===== src/rtl/vxe_fifo_pkg.sv =====
// Shared constants and helpers for the vxe_fifo slice.
// The default data width matches the vxe_reg consumer.
package vxe_fifo_pkg;

  localparam int VXE_DATA_WIDTH = 32;

  // Handshake outcome for one cycle, after the full/empty gating is applied.
  typedef struct packed {
    logic push_ok;
    logic pop_ok;
  } vxe_fifo_req_t;

  function automatic int vxe_clog2(input int n);
    int r;
    r = 0;
    while ((1 << r) < n) r++;
    return r;
  endfunction

endpackage


===== src/rtl/vxe_fifo_mem.sv =====
// Storage for vxe_fifo: DEPTH x DATA_WIDTH register rows.
// One write port and one asynchronous read port. The rows are not reset.
module vxe_fifo_mem #(
  parameter int DATA_WIDTH = 32,
  parameter int DEPTH_POW2 = 2
) (
  input  logic                  clk,
  input  logic                  we,
  input  logic [DEPTH_POW2-1:0] waddr,
  input  logic [DATA_WIDTH-1:0] wdata,
  input  logic [DEPTH_POW2-1:0] raddr,
  output logic [DATA_WIDTH-1:0] rdata
);

  localparam int DEPTH = 1 << DEPTH_POW2;

  logic [DEPTH-1:0][DATA_WIDTH-1:0] row_bus;

  genvar gi;
  generate
    for (gi = 0; gi < DEPTH; gi++) begin : g_row
      logic [DATA_WIDTH-1:0] row_reg;

      always_ff @(posedge clk) begin
        if (we && (waddr == DEPTH_POW2'(gi))) begin
          row_reg <= wdata;
        end
      end

      assign row_bus[gi] = row_reg;
    end
  endgenerate

  // The head word is visible without a read-latency bubble.
  assign rdata = row_bus[raddr];

endmodule


===== src/rtl/vxe_fifo.sv =====
// First-word-fall-through FIFO with wrap-bit pointers.
// empty, full and count are derived only from the pointer registers.
module vxe_fifo
  import vxe_fifo_pkg::*;
#(
  parameter int DATA_WIDTH = VXE_DATA_WIDTH,
  parameter int DEPTH_POW2 = 2
) (
  input  logic                  clk,
  input  logic                  nrst,
  input  logic                  enqueue,
  input  logic [DATA_WIDTH-1:0] data_in,
  input  logic                  dequeue,
  output logic [DATA_WIDTH-1:0] data_out,
  output logic                  empty,
  output logic                  full,
  output logic [DEPTH_POW2:0]   count
);

  localparam int DEPTH = 1 << DEPTH_POW2;
  localparam int PW    = vxe_clog2(DEPTH) + 1;

  logic [PW-1:0]         wr_ptr_reg, wr_ptr_next;
  logic [PW-1:0]         rd_ptr_reg, rd_ptr_next;
  logic [DATA_WIDTH-1:0] head_word;
  vxe_fifo_req_t         req;

  assign req.push_ok = enqueue && !full;
  assign req.pop_ok  = dequeue && !empty;

  always_comb begin
    wr_ptr_next = wr_ptr_reg;
    rd_ptr_next = rd_ptr_reg;
    if (req.push_ok) wr_ptr_next = wr_ptr_reg + PW'(1);
    if (req.pop_ok)  rd_ptr_next = rd_ptr_reg + PW'(1);
  end

  always_ff @(posedge clk or negedge nrst) begin
    if (!nrst) begin
      wr_ptr_reg <= '0;
      rd_ptr_reg <= '0;
    end else begin
      wr_ptr_reg <= wr_ptr_next;
      rd_ptr_reg <= rd_ptr_next;
    end
  end

  // The wrap bit tells a full ring apart from an empty one.
  assign empty = (wr_ptr_reg == rd_ptr_reg);
  assign full  = (wr_ptr_reg[PW-1] != rd_ptr_reg[PW-1]) &&
                 (wr_ptr_reg[PW-2:0] == rd_ptr_reg[PW-2:0]);
  assign count = wr_ptr_reg - rd_ptr_reg;

  vxe_fifo_mem #(
    .DATA_WIDTH (DATA_WIDTH),
    .DEPTH_POW2 (DEPTH_POW2)
  ) u_mem (
    .clk   (clk),
    .we    (req.push_ok),
    .waddr (wr_ptr_reg[PW-2:0]),
    .wdata (data_in),
    .raddr (rd_ptr_reg[PW-2:0]),
    .rdata (head_word)
  );

  assign data_out = empty ? '0 : head_word;

endmodule


===== config.mk =====
export PLATFORM = sky130hd
export DESIGN_NAME = vxe_fifo
export DESIGN_NICKNAME = d
export VERILOG_FILES = /design/src/rtl/vxe_fifo_pkg.sv /design/src/rtl/vxe_fifo_mem.sv /design/src/rtl/vxe_fifo.sv
export SDC_FILE = /design/constraint.sdc
export NUM_CORES = 1
export LEC_CHECK = 0
export ABC_AREA = 0
export CORE_MARGIN = 3
export CORE_UTILIZATION = 45
export CTS_BUF_LIST = sky130_fd_sc_hd__clkbuf_4 sky130_fd_sc_hd__clkbuf_8
export DETAILED_ROUTE_END_ITERATION = 8
export GPL_TIMING_DRIVEN = 0
export PLACE_DENSITY = 0.68
export SKIP_CTS_REPAIR_TIMING = 1
export SYNTH_ARGS = -nofsm -noshare
export SYNTH_HDL_FRONTEND = slang
export SYNTH_HIERARCHICAL = 1
export SYNTH_SLANG_ARGS = --single-unit

===== constraint.sdc =====
create_clock -name clk -period 6.5 [get_ports clk]
set_input_delay 0.975 -clock clk [delete_from_list [all_inputs] [get_ports clk]]
set_output_delay 0.975 -clock clk [all_outputs]
set_load 0.1 [all_outputs]

**Word level (Yosys, flattened, before mapping)**

Cells that the tools add are included.

- Memories: 0
- Bits in registers: 134
- Output and inout port bits: 37
- Word-level logic and storage cells: 29
- Input port bits: 36
- Memory bits (writable): 0
- Bits in latches: 0
- ROM bits: 0

- Shift operators: 0
- Div/mod/pow operators: 0
- Order comparisons: 1
- Equal/unequal tests: 6
- Muxes and demuxes: 3
- Bitwise operators: 0
- $mul: 0
- Add/sub/neg operators: 3
- Reduce and logical (&&, ||, !) cells: 10

Operator list:

| kind | number |
|---|---|
| binary-select mux 32 bit (select 2 bit) | 1 |
| 2-to-1 mux 32 bit | 2 |
| logical AND 1 bit | 7 |
| adder 3 x 1 -> 3 bit, second input constant | 2 |
| == test 2 bit, second input constant | 2 |
| == test 3 bit | 1 |
| < comparator 2 x 3 -> 1 bit, second input constant | 1 |
| subtractor 3 bit | 1 |
| == test 2 x 1 -> 1 bit, second input constant | 1 |
| == test 2 bit | 1 |
| zero test 1 bit | 2 |
| zero test 2 bit | 1 |
| inequality test 1 bit | 1 |

**Longest topological paths before layout**

Gate-level depths: netlist (run 1).

- Depth in word-level cells: 5
- Depth in mapped cells: 6
- Mapped depth without buffers: 6

**Hierarchy**

Netlist (run 1), hierarchy kept.

Modules (own cells, without submodules):

| module | cells each | area an instance (µm²) | sequential area each (µm²) | times used |
|---|---|---|---|---|
| vxe_fifo_mem | 171 | 4689.5 | 3843.7 | 1 |
| vxe_fifo | 72 | 661.9 | 150.1 | 1 |

**Least setup slack after synthesis (run 1)**

Ideal clock, no wire load.

- Path type: register to register
- From: register rd_ptr_reg[1]
- To: register u_mem.g_row[0].row_reg[0] (enable)
- Setup time: 468 ps
- Clock period less this slack: 4017 ps
- Cell stages (with the launch flop): 7
- Data required time: 6032 ps
- Data arrival time: 3549 ps
- Setup slack: 2483 ps
- Path buffers: 0
- Cells stage by stage: dfrtp_1 > inv_1 > ha_1 > nand2_1 > o21ai_2 > inv_1 > nor3b_1

RTL lines:

| item | RTL line | RTL |
|---|---|---|
| start, declared | vxe_fifo.sv:24 | `logic [PW-1:0] rd_ptr_reg, rd_ptr_next;` |
| start signal, assigned | vxe_fifo.sv:44 | `rd_ptr_reg <= rd_ptr_next;` |
| end signal, assigned | vxe_fifo_mem.sv:26 | `row_reg <= wdata;` |
| end, declared | vxe_fifo_mem.sv:22 | `logic [DATA_WIDTH-1:0] row_reg;` |

**Final worst setup path (run 1)**

- From: register rd_ptr_reg[1]
- To: output empty

- Cells in the longest elaborated chain, start to end: 1

RTL lines:

| item | RTL line | RTL |
|---|---|---|
| == test 3 bit | vxe_fifo.sv:49 | `assign empty = (wr_ptr_reg == rd_ptr_reg);` |
| end, declared | vxe_fifo.sv:15 | `output logic empty,` |

No other way between the ends.

==> results of run 1 <==
[layout by cell type, fill, tap and decap left out, drive strengths merged]
cell / synthesis / routed
mux4: 32 / 32
and3b: 2 / 2
xor2: 1 / 1
dfrtp: 6 / 6
clkinv: 0 / 7
nand2: 3 / 3
clkbuf: 0 / 18
ha: 4 / 4
nor2b: 32 / 32
edfxtp: 128 / 128
a21oi: 2 / 2
mux2: 3 / 3
clkinvlp: 0 / 1
fa: 1 / 1
xnor2: 4 / 4
inv: 6 / 6
bufinv: 0 / 6
clkdlybuf4s50: 0 / 72
a31oi: 2 / 2
nor3b: 1 / 1
o21ai: 3 / 3
and3: 1 / 1
nor2: 2 / 2
buf: 10 / 14
[layout make-up]
cell class                      instances  area [sq um]  area share
Sequential cell                       134          3994      0.5893
Clock buffer                           18         241.5     0.03563
Multi-Input combinational cell         93          1224      0.1805
Tap cell                              143         178.9     0.02640
Clock inverter                         14         231.5     0.03415
Buffer                                 10         120.1     0.01772
Timing Repair Buffer                   76         765.7      0.1130
Inverter                                6         22.52    0.003323
[cells by family after synthesis]
group           count (synthesis)  synth area share
fa+ha+maj                       5           0.01309
compound gates                  7          0.008417
xor+xnor                        5          0.008183
flops                         134            0.7463
mux                            35            0.1431
buf+inv                        16           0.02665
simple gates                   41           0.05425
[layer usage]
metal / GRT usage / wire length, um / share of wire / vias up
li1: - / - / - / 1163
met1: 0.1817 / 3590 / 0.40 / 1308
met5: 0 / 0 / 0 / -
met3: 0.04632 / 463 / 0.052 / 4
met4: 0.06338 / 57 / 0.0063 / 0
met2: 0.2535 / 4876 / 0.54 / 65
[metrics by stage]
step / util / hold slack, ns / area (sq um) / cells / setup WS (ns)
2_1_floorplan: - / 0.5137 / 5351 / 243 / 2.483
3_3_place_gp: 0.5428 / 0.5600 / 6251 / 458 / 0.07010
3_5_place_dp: 0.5475 / 0.5567 / 6305 / 462 / 2.628
4_1_cts: 0.5885 / 0.5674 / 6778 / 494 / 2.142
5_1_grt: 0.5885 / 0.5801 / 6778 / 494 / 1.964
6_report: 0.5885 / 0.5658 / 6778 / 494 / 2.241
[synthesized netlist by cell type]
library cell	count	area [sq um]
sky130_fd_sc_hd__nor2b_2	15	131.4
sky130_fd_sc_hd__edfxtp_1	128	3844
sky130_fd_sc_hd__a21oi_1	2	10.01
sky130_fd_sc_hd__nor2_2	1	6.260
sky130_fd_sc_hd__mux2_4	1	15.01
sky130_fd_sc_hd__nand2_1	3	11.26
sky130_fd_sc_hd__dfrtp_1	6	150.1
sky130_fd_sc_hd__ha_1	4	50.05
sky130_fd_sc_hd__xor2_1	1	8.760
sky130_fd_sc_hd__nor2b_1	17	106.4
sky130_fd_sc_hd__buf_12	3	60.06
sky130_fd_sc_hd__buf_2	3	15.01
sky130_fd_sc_hd__o21ai_2	2	17.52
sky130_fd_sc_hd__nor2_1	1	3.750
sky130_fd_sc_hd__a31oi_1	2	12.51
sky130_fd_sc_hd__buf_6	4	45.04
sky130_fd_sc_hd__inv_1	6	22.52
sky130_fd_sc_hd__o21ai_0	1	5.000
sky130_fd_sc_hd__fa_1	1	20.02
sky130_fd_sc_hd__xnor2_1	4	35.03
sky130_fd_sc_hd__nor3b_1	1	7.510
sky130_fd_sc_hd__mux4_2	30	675.7
sky130_fd_sc_hd__and3b_1	2	17.52
sky130_fd_sc_hd__mux2_2	2	22.52
sky130_fd_sc_hd__mux4_1	2	52.55
sky130_fd_sc_hd__and3_1	1	6.260
[final timing paths]
check | from | to | depth (start not counted)
max in group asynchronous | nrst | rd_ptr_reg[0]$_DFFE_PN0P_ | 1
min in group asynchronous | nrst | wr_ptr_reg[0]$_DFFE_PN0P_ | 1
setup / recovery | rd_ptr_reg[1]$_DFFE_PN0P_ | empty | 6
hold reg to reg | rd_ptr_reg[0]$_DFFE_PN0P_ | rd_ptr_reg[0]$_DFFE_PN0P_ | 1
setup reg to reg | rd_ptr_reg[1]$_DFFE_PN0P_ | u_mem/g_row[0].row_reg[24]$_DFFE_PP_ | 8
hold / removal | rd_ptr_reg[0]$_DFFE_PN0P_ | rd_ptr_reg[0]$_DFFE_PN0P_ | 1
==> results, run 1 <==
- The count of buffers added on input and output ports is 72.
- Entering global routing, the biggest net connects 33 pins.
- The final critical-path required period is 4.259 ns.
- The remaining number of nets flagged by the antenna check after routing is 0.
- The initial cell density of the core is 0.4647.
- The number of global-route vias before repair came to 2747.
- The floorplan die width is 115.1 um.
- The cell area after technology mapping is 5351 sq um.
- The actual transition at the worst max-transition pin is 0.9865 ns.
- Counting along the longest clock path gives a buffer depth of 2.
- The run finished with clean final reports.
- The half-perimeter wire length of the detailed placement result is 5609 um.
- The number of endpoints with negative hold slack in the final report is 0.
- The sum of buffers and inverters on the critical path is 3.
- The highest achievable clock rate is 234.8 MHz.
- The reported max-cap violation count is 0.
- The setup slack of the most critical reg-to-reg path is 3.91 ns.
- The number of vias after detailed routing is 2540.
- The type of the most critical hold path is register to register.
- Routability-driven placement finished with a final weighted congestion of 0.7388.
- The share of the clock period used by the worst path after layout is 0.6552.
- After clock tree synthesis, the clock-pin slew on the worst setup and hold paths is 0.07 ns.
- The largest individual stage delay along the critical path comes from the cell sky130_fd_sc_hd__clkdlybuf4s50_1.
- The worst-skew pair later-pin latency is 0.42 ns.
- Of the cells placed in the final design, the portion with a size suffix greater than 1 is 0.2821.
- The clock drives 134 sinks.
- During synthesis, Yosys emitted a total of 6 warnings.
- For this block, the routed nets add up to 8987 um of wire.
- In the global route stage, overall resource usage came out at 0.1509.
- The number of remaining DRC errors is 0.
- The number of fill cells is 871.
- The kind of critical path is register to output port.
- The number of levels in the clock H-tree is 4.
- In this run the tightest slew margin relative to its limit is 0.3403.
- The nature of the critical path endpoint is an output port.
- The standard cell core area is 11520 sq um.
- The signal on the critical path passes through inv_1, ha_1, nand2_1, nor2_2, buf_6, clkdlybuf4s50_1.
- The die covers 13240 sq um.
- The final number of setup-violating endpoints is 0.
- Relative to the synthesized area, the layout overhead comes to 26.65%.
- The flip-flop count of the largest register after layout is 128.
- The first global-routing pass estimated 14380 um of wire.
- The number of antenna diodes in the final layout is 0.
- The detailed router finished its first iteration with 170 violations.
- The detail-routed via count per cell is 5.142.
- The synthesized flop and latch total is 134.
- Row generation in the floorplan step produced 39 rows.
- Of the synthesized area, sequential elements account for 0.7463.
- STA classifies the critical path startpoint as a register.
- The largest driver fanout on the critical path is 10.
- TritonCTS created 17 clock buffers.
- The residual overflow from global routing is 0.
- TritonCTS built the clock tree.
- After technology mapping, the gate count stands at 243.
- The routed wire length per instance is 18.19 um.
- The setup TNS after final layout is 0 ns.
- Data on the critical path is required at its endpoint by 5.52 ns.
- The data arrival time of the worst path is 3.28 ns.
- Setup repair after global routing left no endpoint under its margin.
- Clock skew on the completed layout was measured at 0.01019 ns.
- Synthesis produced a netlist with a net count of 284.
- The number of antenna violations at the first check in global routing is 0.
- The number of detailed-route iterations in the first pass is 4.
- For this run, the slowest stage of the critical path takes 1.15 ns.
- The max-slew violation total from the final report is 0.
- The clock root buffer master is sky130_fd_sc_hd__clkbuf_8.
- The die span in y is 115.1 um.
- The count of different cell masters after synthesis is 26.
- The mean area per synthesized cell is 22.02 sq um.
- The number of primary I/O pins is 73.
- In this design, the largest share of critical-path delay is due to buffers and inverters.
- For this run, the post-layout net count is 379.
Power of run 1 is left out: the tool's default activity adds up to more than one toggle a clock period on the data nets, which glitch-free logic cannot reach.
==> inputs of run 2 (changes only) <==
==> constraint.sdc (replaced) <==
create_clock -name clk -period 4.3 [get_ports clk]
set_input_delay 0.645 -clock clk [delete_from_list [all_inputs] [get_ports clk]]
set_output_delay 0.645 -clock clk [all_outputs]
set_load 0.1 [all_outputs]
==> results of run 2 <==
Same layout as run 1 (identical final DEF). Status: completed.
Among the figures that moved: setup slack after placement 2.628 ns -> 0.7584 ns; setup slack after layout 2.241 ns -> 0.3710 ns; hold slack 0.5658 ns -> 0.4687 ns; register-to-register setup slack 3.91 ns -> 1.71 ns
Power of run 2 is left out for the same reason.
==> inputs of run 3 (changes only) <==
--- a/config.mk
+++ b/config.mk
@@ -6,6 +6,7 @@
 export NUM_CORES = 1
 export LEC_CHECK = 0
 export ABC_AREA = 0
+export CORE_ASPECT_RATIO = 1.4
 export CORE_MARGIN = 3
 export CORE_UTILIZATION = 45
 export CTS_BUF_LIST = sky130_fd_sc_hd__clkbuf_4 sky130_fd_sc_hd__clkbuf_8
==> results, run 3 (same netlist as run 1, synthesis figures left out) <==
- The data arrival time of the worst path came to 3.25 ns (-0.03 ns).
- The delay of the slowest cell on the worst path is 1.15 ns (about the same).
- The remaining number of nets flagged by the antenna check after routing is 0 (unchanged).
- The half-perimeter wire length of the detailed placement result is 5879 um (+4.8%).
- The number of antenna violations at the first check in global routing was 0 (unchanged).
- The type of the most critical hold path is input port to asynchronous set/reset pin.
- The flow ran to the end, and the final reports show no timing, DRC or antenna violations.
- The TritonCTS buffer count came to 17 (unchanged).
- The clock tree from TritonCTS is yes.
- The number of vias after detailed routing was 2553 (+0.51%).
- The largest driver fanout on the critical path came to 10 (unchanged).
- The net total in the final layout is 378 (-0.26%).
- The final number of setup-violating endpoints was 0 (unchanged).
- The wire length reported by the detailed router came to 9221 um (+2.6%).
- In the finished design, the share of the clock period the worst path needs comes to 0.9051.
- The origin of the worst setup path is rd_ptr_reg[1]$_DFFE_PN0P_.
- The number of primary I/O pins is 73 (unchanged).
- The number of global-route vias before repair is 2728 (-0.69%).
- The number of buffers on the longest clock path came to 2 (unchanged).
- The critical path's slowest cell is sky130_fd_sc_hd__clkdlybuf4s50_1.
- The final critical-path required period is 3.892 ns.
- The antenna cell count came to 0 (unchanged).
- The global routing usage summed across all routing layers is 0.1501 (-0.0007905).
- The worst-skew pair later-pin latency is 0.43 ns (about the same).
- STA classifies the critical path endpoint as an output port.
- Leaving out fill and tap cells, the most frequent cell in the layout is sky130_fd_sc_hd__edfxtp_1.
- In this run the critical register-to-register path is launched from rd_ptr_reg[1]$_DFFE_PN0P_.
- The number of levels in the clock H-tree is 4 (unchanged).
- The fraction of final layout cells with drive strength greater than 1 is 0.2771 (-0.004908).
- Clock tree synthesis selected as its root buffer the cell sky130_fd_sc_hd__clkbuf_8.
- The max-slew violation total from the final report is 0 (unchanged).
- The largest net degree at the start of global routing is 33 (unchanged).
- The number of violations reported at the end of detailed-routing iteration 0 is 135 (-21%).
- The area enclosed by the die boundary was 13260 sq um (+0.14%).
- The standard cell core area is 11450 sq um (-0.54%).
- The worst clock skew came to 0.008111 ns (-0.002080 ns).
- Traced cell by cell, the critical path runs through inv_1, ha_1, nand2_1, nor2_2, buf_6, clkdlybuf4s50_1.
- The die span in y was 135.0 um (+17%).
- Leaving out fill and tap cells, the most frequent cells in the layout are sky130_fd_sc_hd__edfxtp_1, sky130_fd_sc_hd__clkdlybuf4s50_1, sky130_fd_sc_hd__mux4_2.
- Relative to the synthesized area, the layout overhead comes to 26.00%.
- The number of endpoints with negative hold slack in the final report was 0 (unchanged).
- The initial cell density of the core came to 0.4672 (+0.002538).
- Setup repair after global routing left no endpoint under its margin.
- The number of remaining DRC errors is 0 (unchanged).
- The wire length of the first global-routing pass is 14560 um (+1.3%).
- The residual overflow from global routing is 0 (unchanged).
- The final weighted congestion of routability-driven global placement is 0.6842 (-7.4%).
- The number of standard-cell rows in the floorplan is 46 (+18%).
- The clock input transition at the sequential cells of the worst setup and hold paths came to 0.07 ns (about the same).
- The headroom to the max-slew limit came to 0.3440 (+0.003742).
- The reported max-cap violation count is 0 (unchanged).
- The kind of critical path is register to output port.
- The routed wire length per instance is 18.67 um (+2.6%).
- The utilization after layout is 0.5887 (about the same).
- STA puts the critical path data required time at 3.65 ns.
- The count of input and output buffers is 72 (unchanged).
- STA classifies the critical path startpoint as a register.
- The flip-flop count of the largest register after layout came to 128 (unchanged).
- The floorplan die width is 98.17 um (-15%).
- The number of detailed-route iterations in the first pass came to 4 (unchanged).
- The detail-routed via count per cell is 5.168 (+0.51%).
- For this run, the top clock speed supported by timing is 256.9 MHz.
- The actual transition at the worst max-transition pin is 0.9809 ns (-0.005596 ns).
- The number of sinks handled by clock tree synthesis is 134 (unchanged).
-- run 3: cell count changes in the layout (fill, tap and decap cells not counted), sizes merged --
cell / before / now
buf: 14 / 13
bufinv: 6 / 5
clkinv: 7 / 6
clkinvlp: 1 / 4
clkbuf: 18 / 17
-- run 3: stage by stage --
step	hold slack (ns)	setup WS (ns)	TNS [ns]	area, sq um	cells
2_1_floorplan	0.3494	0.2829	0	5351	243
3_3_place_gp	0.5449	-1.819	-58.12	6252	459
3_5_place_dp	0.5735	0.7848	0	6299	462
4_1_cts	0.4437	0.3070	0	6743	494
5_1_grt	0.4501	0.2248	0	6743	494
6_report	0.4621	0.4082	0	6743	494
-- run 3: worst max-delay path: cells and delay by family, from the launching register on --
family / cells / cell delay (ns)
buffers and inverters: 3 / 1.46
adder cells (fa/ha/maj): 1 / 0.32
flip-flops: 1 / 0.53
AND/OR/NAND/NOR: 2 / 0.50
-- run 3: worst paths after layout --
kind | to | slack [ns] | cells after the start
max | empty | 0.41 | 6
min | rd_ptr_reg[2]$_DFFE_PN0P_ | 0.46 | 1
max reg2reg | u_mem/g_row[0].row_reg[17]$_DFFE_PP_ | 1.61 | 8
min reg2reg | rd_ptr_reg[0]$_DFFE_PN0P_ | 0.57 | 1
max in group asynchronous | rd_ptr_reg[1]$_DFFE_PN0P_ | 3.61 | 1
min in group clk | rd_ptr_reg[0]$_DFFE_PN0P_ | 0.57 | 1
-- run 3: layout make-up --
class | count | area, sq um
fillers | 863 | 4711
multi-input cells | 93 | 1224
well taps | 144 | 180.2
inverters | 6 | 22.52
plain buffers | 10 | 120.1
repair buffers | 75 | 758.2
clock inverters | 15 | 210.2
flip-flops and latches | 134 | 3994
clock buffers | 17 | 234.0
-- run 3: metal layers --
| metal | track usage | routed length (um) | vias to the layer above |
|---|---|---|---|
| li1 | - | - | 1166 |
| met1 | 0.1703 | 3492 | 1319 |
| met2 | 0.2655 | 5165 | 59 |
| met4 | 0.05467 | 131 | 0 |
| met3 | 0.04858 | 431 | 9 |
| met5 | 0 | 0 | - |
Power of run 3 is left out for the same reason.
